$ cat src/rtl/serial_memory_loader_pkg.sv
// Shared definitions for the serial memory loader.
//   - Memory port mode encodings (only NONE and WORD are driven by the loader)
//   - Command and reply byte values of the host protocol
//   - FSM state enum
package serial_memory_loader_pkg;

  // Memory port access modes
  localparam logic [2:0] MODE_NONE     = 3'd0;
  localparam logic [2:0] MODE_BYTE     = 3'd1;
  localparam logic [2:0] MODE_HALFWORD = 3'd2;
  localparam logic [2:0] MODE_WORD     = 3'd3;

  // Host command bytes
  localparam logic [7:0] CMD_WRITE = 8'h57;  // 'W'
  localparam logic [7:0] CMD_READ  = 8'h52;  // 'R'
  localparam logic [7:0] CMD_GO    = 8'h47;  // 'G'
  localparam logic [7:0] CMD_PAUSE = 8'h50;  // 'P'

  // Reply bytes
  localparam logic [7:0] RSP_ACK = 8'h06;
  localparam logic [7:0] RSP_NAK = 8'h15;

  typedef enum logic [2:0] {
    S_IDLE,
    S_ADDR,
    S_DATA,
    S_WRITE,
    S_READ_WAIT,
    S_REPLY
  } loader_state_t;

  // A command byte that leads into the address phase
  function automatic logic is_mem_cmd(input logic [7:0] b);
    return (b == CMD_WRITE) || (b == CMD_READ);
  endfunction

endpackage

$ cat src/rtl/serial_memory_loader.sv
// Byte-command front end for the processor's external memory port.
// A host sends commands over the UART receive byte stream; this block
// writes/reads memory words, halts/releases the core and answers on the
// transmit byte stream.
//
// Ports:
//   clk, rst                 clock, asynchronous active-high reset
//   rx_valid, rx_data        received byte strobe and value
//   tx_valid, tx_data,       reply byte, held until tx_ready
//   tx_ready
//   pause                    1 = processor halted
//   externalMemoryControl    1 = memory port owned by this block
//   externalAddress/Data     memory byte address and write data
//   externalReadMode/        memory access modes (NONE or WORD)
//   externalWriteMode
//   externalDataOut          memory read data
//   busy                     1 while a command is in progress
//   overrun                  one-cycle pulse when an rx byte was dropped
//
// State        | meaning
// -------------+-----------------------------------------------------
// S_IDLE       | waiting for a command byte
// S_ADDR       | collecting 4 address bytes, MSB first
// S_DATA       | collecting 4 write data bytes, MSB first
// S_WRITE      | single WORD write cycle on the memory port
// S_READ_WAIT  | WORD read held READ_LATENCY+1 cycles, data captured on last
// S_REPLY      | sending 1 or 4 reply bytes, advancing on tx handshake
module serial_memory_loader
  import serial_memory_loader_pkg::*;
#(
  parameter int unsigned READ_LATENCY   = 1,
  parameter int unsigned TIMEOUT_CYCLES = 1_000_000
) (
  input  logic        clk,
  input  logic        rst,
  input  logic        rx_valid,
  input  logic [7:0]  rx_data,
  output logic        tx_valid,
  output logic [7:0]  tx_data,
  input  logic        tx_ready,
  output logic        pause,
  output logic        externalMemoryControl,
  output logic [31:0] externalAddress,
  output logic [31:0] externalData,
  output logic [2:0]  externalReadMode,
  output logic [2:0]  externalWriteMode,
  input  logic [31:0] externalDataOut,
  output logic        busy,
  output logic        overrun
);

  localparam int TW = (TIMEOUT_CYCLES > 1) ? $clog2(TIMEOUT_CYCLES) : 1;
  localparam int LW = (READ_LATENCY > 0) ? $clog2(READ_LATENCY + 1) : 1;
  // Timer is reloaded on every byte; reaching zero with no byte means
  // TIMEOUT_CYCLES idle cycles have elapsed.
  localparam logic [TW-1:0] TIMER_LOAD = TW'(TIMEOUT_CYCLES - 1);
  localparam logic [LW-1:0] WAIT_LOAD  = LW'(READ_LATENCY);

  loader_state_t state, state_nxt;

  logic [1:0]    byte_cnt;
  logic          is_write;
  logic [31:0]   addr_q;
  logic [31:0]   data_q;
  logic [31:0]   reply_q;
  logic [1:0]    reply_left;
  logic [TW-1:0] timer;
  logic [LW-1:0] wait_cnt;
  logic          pause_q;
  logic          memctrl_q;
  logic          overrun_q;

  always_ff @(posedge clk or posedge rst) begin
    if (rst) state <= S_IDLE;
    else     state <= state_nxt;
  end

  always_comb begin
    state_nxt         = state;
    tx_valid          = 1'b0;
    tx_data           = 8'h00;
    externalReadMode  = MODE_NONE;
    externalWriteMode = MODE_NONE;
    busy              = (state != S_IDLE);
    case (state)
      S_IDLE: begin
        if (rx_valid) state_nxt = is_mem_cmd(rx_data) ? S_ADDR : S_REPLY;
      end
      S_ADDR: begin
        if (rx_valid) begin
          if (byte_cnt == 2'd3) state_nxt = is_write ? S_DATA : S_READ_WAIT;
        end else if (timer == '0) begin
          state_nxt = S_IDLE;
        end
      end
      S_DATA: begin
        if (rx_valid) begin
          if (byte_cnt == 2'd3) state_nxt = S_WRITE;
        end else if (timer == '0) begin
          state_nxt = S_IDLE;
        end
      end
      S_WRITE: begin
        externalWriteMode = MODE_WORD;
        state_nxt         = S_REPLY;
      end
      S_READ_WAIT: begin
        externalReadMode = MODE_WORD;
        if (wait_cnt == '0) state_nxt = S_REPLY;
      end
      S_REPLY: begin
        tx_valid = 1'b1;
        tx_data  = reply_q[31:24];
        if (tx_ready && (reply_left == 2'd0)) state_nxt = S_IDLE;
      end
      default: state_nxt = S_IDLE;
    endcase
  end

  always_ff @(posedge clk or posedge rst) begin
    if (rst) begin
      byte_cnt   <= 2'd0;
      is_write   <= 1'b0;
      addr_q     <= 32'h0;
      data_q     <= 32'h0;
      reply_q    <= 32'h0;
      reply_left <= 2'd0;
      timer      <= TIMER_LOAD;
      wait_cnt   <= WAIT_LOAD;
      pause_q    <= 1'b1;
      memctrl_q  <= 1'b1;
      overrun_q  <= 1'b0;
    end else begin
      overrun_q <= rx_valid &&
                   ((state == S_WRITE) || (state == S_READ_WAIT) || (state == S_REPLY));
      case (state)
        S_IDLE: begin
          if (rx_valid) begin
            byte_cnt   <= 2'd0;
            timer      <= TIMER_LOAD;
            reply_left <= 2'd0;
            case (rx_data)
              CMD_WRITE: begin
                is_write  <= 1'b1;
                pause_q   <= 1'b1;
                memctrl_q <= 1'b1;
              end
              CMD_READ: begin
                is_write  <= 1'b0;
                pause_q   <= 1'b1;
                memctrl_q <= 1'b1;
              end
              CMD_GO: begin
                pause_q   <= 1'b0;
                memctrl_q <= 1'b0;
                reply_q   <= {RSP_ACK, 24'h0};
              end
              CMD_PAUSE: begin
                pause_q   <= 1'b1;
                memctrl_q <= 1'b1;
                reply_q   <= {RSP_ACK, 24'h0};
              end
              default: reply_q <= {RSP_NAK, 24'h0};
            endcase
          end
        end
        S_ADDR: begin
          if (rx_valid) begin
            addr_q   <= {addr_q[23:0], rx_data};
            byte_cnt <= byte_cnt + 2'd1;
            timer    <= TIMER_LOAD;
            wait_cnt <= WAIT_LOAD;
          end else if (timer != '0) begin
            timer <= timer - TW'(1);
          end
        end
        S_DATA: begin
          if (rx_valid) begin
            data_q   <= {data_q[23:0], rx_data};
            byte_cnt <= byte_cnt + 2'd1;
            timer    <= TIMER_LOAD;
          end else if (timer != '0) begin
            timer <= timer - TW'(1);
          end
        end
        S_WRITE: begin
          reply_q    <= {RSP_ACK, 24'h0};
          reply_left <= 2'd0;
        end
        S_READ_WAIT: begin
          if (wait_cnt == '0) begin
            reply_q    <= externalDataOut;
            reply_left <= 2'd3;
          end else begin
            wait_cnt <= wait_cnt - LW'(1);
          end
        end
        S_REPLY: begin
          // Reply bytes leave MSB first, so shift the next one into the top byte
          if (tx_ready) begin
            reply_q <= {reply_q[23:0], 8'h00};
            if (reply_left != 2'd0) reply_left <= reply_left - 2'd1;
          end
        end
        default: ;
      endcase
    end
  end

  assign pause                 = pause_q;
  assign externalMemoryControl = memctrl_q;
  assign externalAddress       = addr_q;
  assign externalData          = data_q;
  assign overrun               = overrun_q;

endmodule

$ cat config.mk
export PLATFORM = sky130hd
export DESIGN_NAME = serial_memory_loader
export DESIGN_NICKNAME = d
export VERILOG_FILES = /design/src/rtl/serial_memory_loader_pkg.sv /design/src/rtl/serial_memory_loader.sv
export SDC_FILE = /design/constraint.sdc
export NUM_CORES = 1
export LEC_CHECK = 0
export CAP_MARGIN = 40
export CORE_ASPECT_RATIO = 0.5
export CORE_MARGIN = 2
export CORE_UTILIZATION = 30
export CTS_CLUSTER_SIZE = 10
export DETAILED_ROUTE_END_ITERATION = 16
export HOLD_SLACK_MARGIN = 0.02
export MAX_ROUTING_LAYER = met4
export PLACE_DENSITY = 0.5
export SYNTH_ARGS = -nofsm -noshare
export SYNTH_HDL_FRONTEND = slang
export SYNTH_SLANG_ARGS = --single-unit
$ cat constraint.sdc
create_clock -name clk -period 11.2 [get_ports clk]
set_clock_uncertainty 0.15 [all_clocks]
set_input_delay 1.68 -clock clk [delete_from_list [all_inputs] [get_ports clk]]
set_output_delay 1.68 -clock clk [all_outputs]
set_load 0.03 [all_outputs]
==> flow_metrics.py <==
metrics = {
    "pwr": {
        "cellPowerDensity_nw_per_um2": 278,
        "p_leak_nw": 3.37,
        "worst_ir_drop_vdd_mv": 0.162,
    },
    "sta": {
        "fin_hold_ws_ns": 0.325,
        "tns_ns": 0,
        "fmax_mhz": 196,
        "rsz0062_at_grt": "no",
        "worstMarginPinSlew_ns": 0.733,
        "drv_slew": 0,
        "hold_violations": 0,
        "setup_viol": 0,
        "fin_crit_ns": 5.09,
        "max_slew_margin_pct": 50.4,
        "finalCritPeriodShare_pct": 45.5,
    },
    "yosys": {
        "synth_ff_type": "dfrtp_1",
        "async_flop_share_pct": 100,
        "ys_types": 54,
        "post-synth-top-area-cell": "dfrtp_1",
        "ys_top_cells_by_count": "dfrtp_1, nand2_1, mux2_2, o21ai_0",
        "synth_edf_count": 0,
        "avgSynthCellArea_um2": 11.1,
        "synthTopCellsByArea": "dfrtp_1, mux2_2, dfstp_2, nand2_1, o21ai_0",
        "yosysMostFrequentCell": "dfrtp_1",
        "synth-seq-cells": 127,
        "yosysWarnings": 0,
        "mappedNetlistArea_um2": 5780,
        "yosysSeqAreaShare_pct": 55.3,
        "yosysTopAreaCellShare_pct": 49.0,
        "syn_inst": 520,
    },
    "clock_network": {
        "cts-htree-levels": 4,
        "cts_buffers": 17,
        "cts-root-buf": "clkbuf_16",
        "clock_latency_ns": 0.41,
        "post-cts-setup-buffers": 0,
        "clkSinkCount": 127,
        "cts.hold.buffers_added": 0,
        "cts_buffer_depth": 2,
        "path_clk_slew_ns": 0.06,
        "tritoncts": "done",
        "post_cts_resized": 0,
    },
    "grt": {
        "grt-ovfl-total": 0,
        "grt_pass1_wl_um": 23000,
        "antenna_found_initial": 0,
        "met1_usage_pct": 20.7,
        "grt_use_met2_pct": 21.5,
        "grtUsageMet3_pct": 3.95,
        "grt_util_all_layers_pct": 15.0,
        "grt_max_degree": 65,
        "grt-busiest-layer": "met2",
        "grt_pass1_vias": 4234,
    },
    "worst_hold_path": {
        "hp-class": "reg2reg",
    },
    "critical_path": {
        "worstSetupPathType": "reg2out",
        "worstPathCellList": "nor2b_1 > nand2_1 > inv_1 > clkdlybuf4s50_1",
        "crit_slowest_cell": "clkdlybuf4s50_1",
        "critical_path_buf_inv_count": 2,
        "critPathLaunchType": "register",
        "end_kind": "output pin",
        "cp_data_arrival_time_ns": 3.26,
        "crit_required_ns": 9.37,
        "critPathTopFamily": "buffers and inverters",
        "worst-path-max-fanout": 21,
        "slowest_delay_ns": 0.81,
    },
    "place": {
        "dp_hpwl_um": 9660,
        "gp_congestion": 0.821,
        "portBuffers": 124,
    },
    "drt": {
        "drc": 0,
        "num_vias": 4219,
        "routed_wl_um": 14100,
        "ant_nets": 0,
        "drtPass1Iterations": 4,
        "vias_per_cell": 4.65,
        "first_iter_violations": 199,
        "routedWlPerCell_um": 15.6,
    },
    "cells_and_area": {
        "areaGrowthSynthToFinish_pct": 38.0,
        "final-seq-area_um2": 3200,
        "drive_gt1_share_pct": 20.1,
        "nets": 683,
        "multi_input_area_um2": 2400,
        "n_antenna_cell": 0,
        "fillers": 1797,
    },
    "floorplanning": {
        "start_util_pct": 31.0,
        "die_y_um": 102,
        "num_rows": 35,
        "die_w_um": 200,
        "die-area_um2": 20400,
        "core_area_um2": 18600,
        "ios": 127,
    },
    "status": {
        "outcome": "complete, no violations",
    },
    "flow_run": {
        "max_cap_viol_count": 0,
    },
}
layer usage:
layer  wire length (um)  up-vias  part of all wire (%)
met5                  0        -                     0
met4                 49        0                  0.35
met3                377        2                   2.7
met2               6340       62                    45
met1               7350     2065                    52
li1                   -     2090                     -
area by class of cell:
cell class | instances | share of cell area, %
sequential | 127 | 40.1
inverter | 12 | 0.628
clock inverter | 12 | 2.57
timing repair buffer | 131 | 16.7
multi-input combinational | 346 | 30.1
clock buffer | 20 | 5.86
tap | 259 | 4.07
stage by stage:
stage          util, %  total power, mW  cells  cell area [um^2]  setup WS, ns
5_1_grt           42.8             2.35    907              7970          5.84
3_5_place_dp      39.2             1.60    875              7300          6.55
3_3_place_gp      38.9             1.58    871              7230          6.62
4_1_cts           42.8             2.24    907              7970          6.08
2_1_floorplan        -             1.27    521              5780          6.01
6_report          42.8             2.21    907              7970          6.11
cells by family (layout without fill, tap and decap cells):
kind of cell	after synthesis	in the layout	share of synthesized area (%)
compound gates	110	110	11.8
fa+ha+maj	4	4	0.867
simple gates	152	152	13.7
other cells	1	2	0.0649
mux	64	64	12.5
flops	127	127	55.3
xor+xnor	14	14	2.12
buf+inv	48	175	3.64
where the power goes:
part / switching, mW / internal [mW] / leakage (nW)
sequential: 0.114 / 0.597 / 1.62
clock: 0.214 / 0.415 / 0.323
combinational: 0.504 / 0.367 / 1.42
total: 0.832 / 1.38 / 3.37
worst paths after layout:
check | from | endpoint | slack [ns] | cells after the start
min | reply_q[25] | reply_q[25] | 0.33 | 2
max reg2reg | state[0] | reply_q[12] | 8.56 | 5
max | state[0] | tx_valid | 6.11 | 4
max in group asynchronous | rst | wait_cnt | 8.31 | 4
min reg2reg | reply_q[25] | reply_q[25] | 0.33 | 2
min in group asynchronous | rst | externalAddress[6] | 1.51 | 2
flip-flops by register name, indices dropped and copies added (netlist names):
register,count
byte_cnt,2
is_write,1
timer,20
wait_cnt,1
state,3
externalAddress,32
externalData,32
overrun,1
reply_q,32
externalMemoryControl,1
reply_left,2
cells in the final DEF, fill, tap and decap left out, types with 3 or more instances in the layout:
cell and instances:
clkdlybuf4s50_1 124, dfrtp_1 113, nand2_1 66, mux2_2 64
o21ai_0 47, a22oi_1 21, nor2_1 18, clkbuf_16 17
dfstp_2 14, a21oi_1 12, inv_1 11, xor2_1 11
and3_1 8, nand3_1 7, nor3_1 7, nand2b_1 6
nor2b_1 5, nand4_1 5, or3_1 5, o211ai_1 5
o22ai_1 5, bufinv_16 5, ha_1 4, nand3_2 3
o21a_1 3, xnor2_1 3, or4_1 3, o31ai_1 3
inv_6 3, clkbuf_8 3, buf_4 3
tightest hold or removal path: stages (launching register included):
cell	delay, ns
dfrtp_1	0.34
nand2_1	0.04
o21ai_0	0.06
Note: power is estimated with default switching activity, not from simulation.
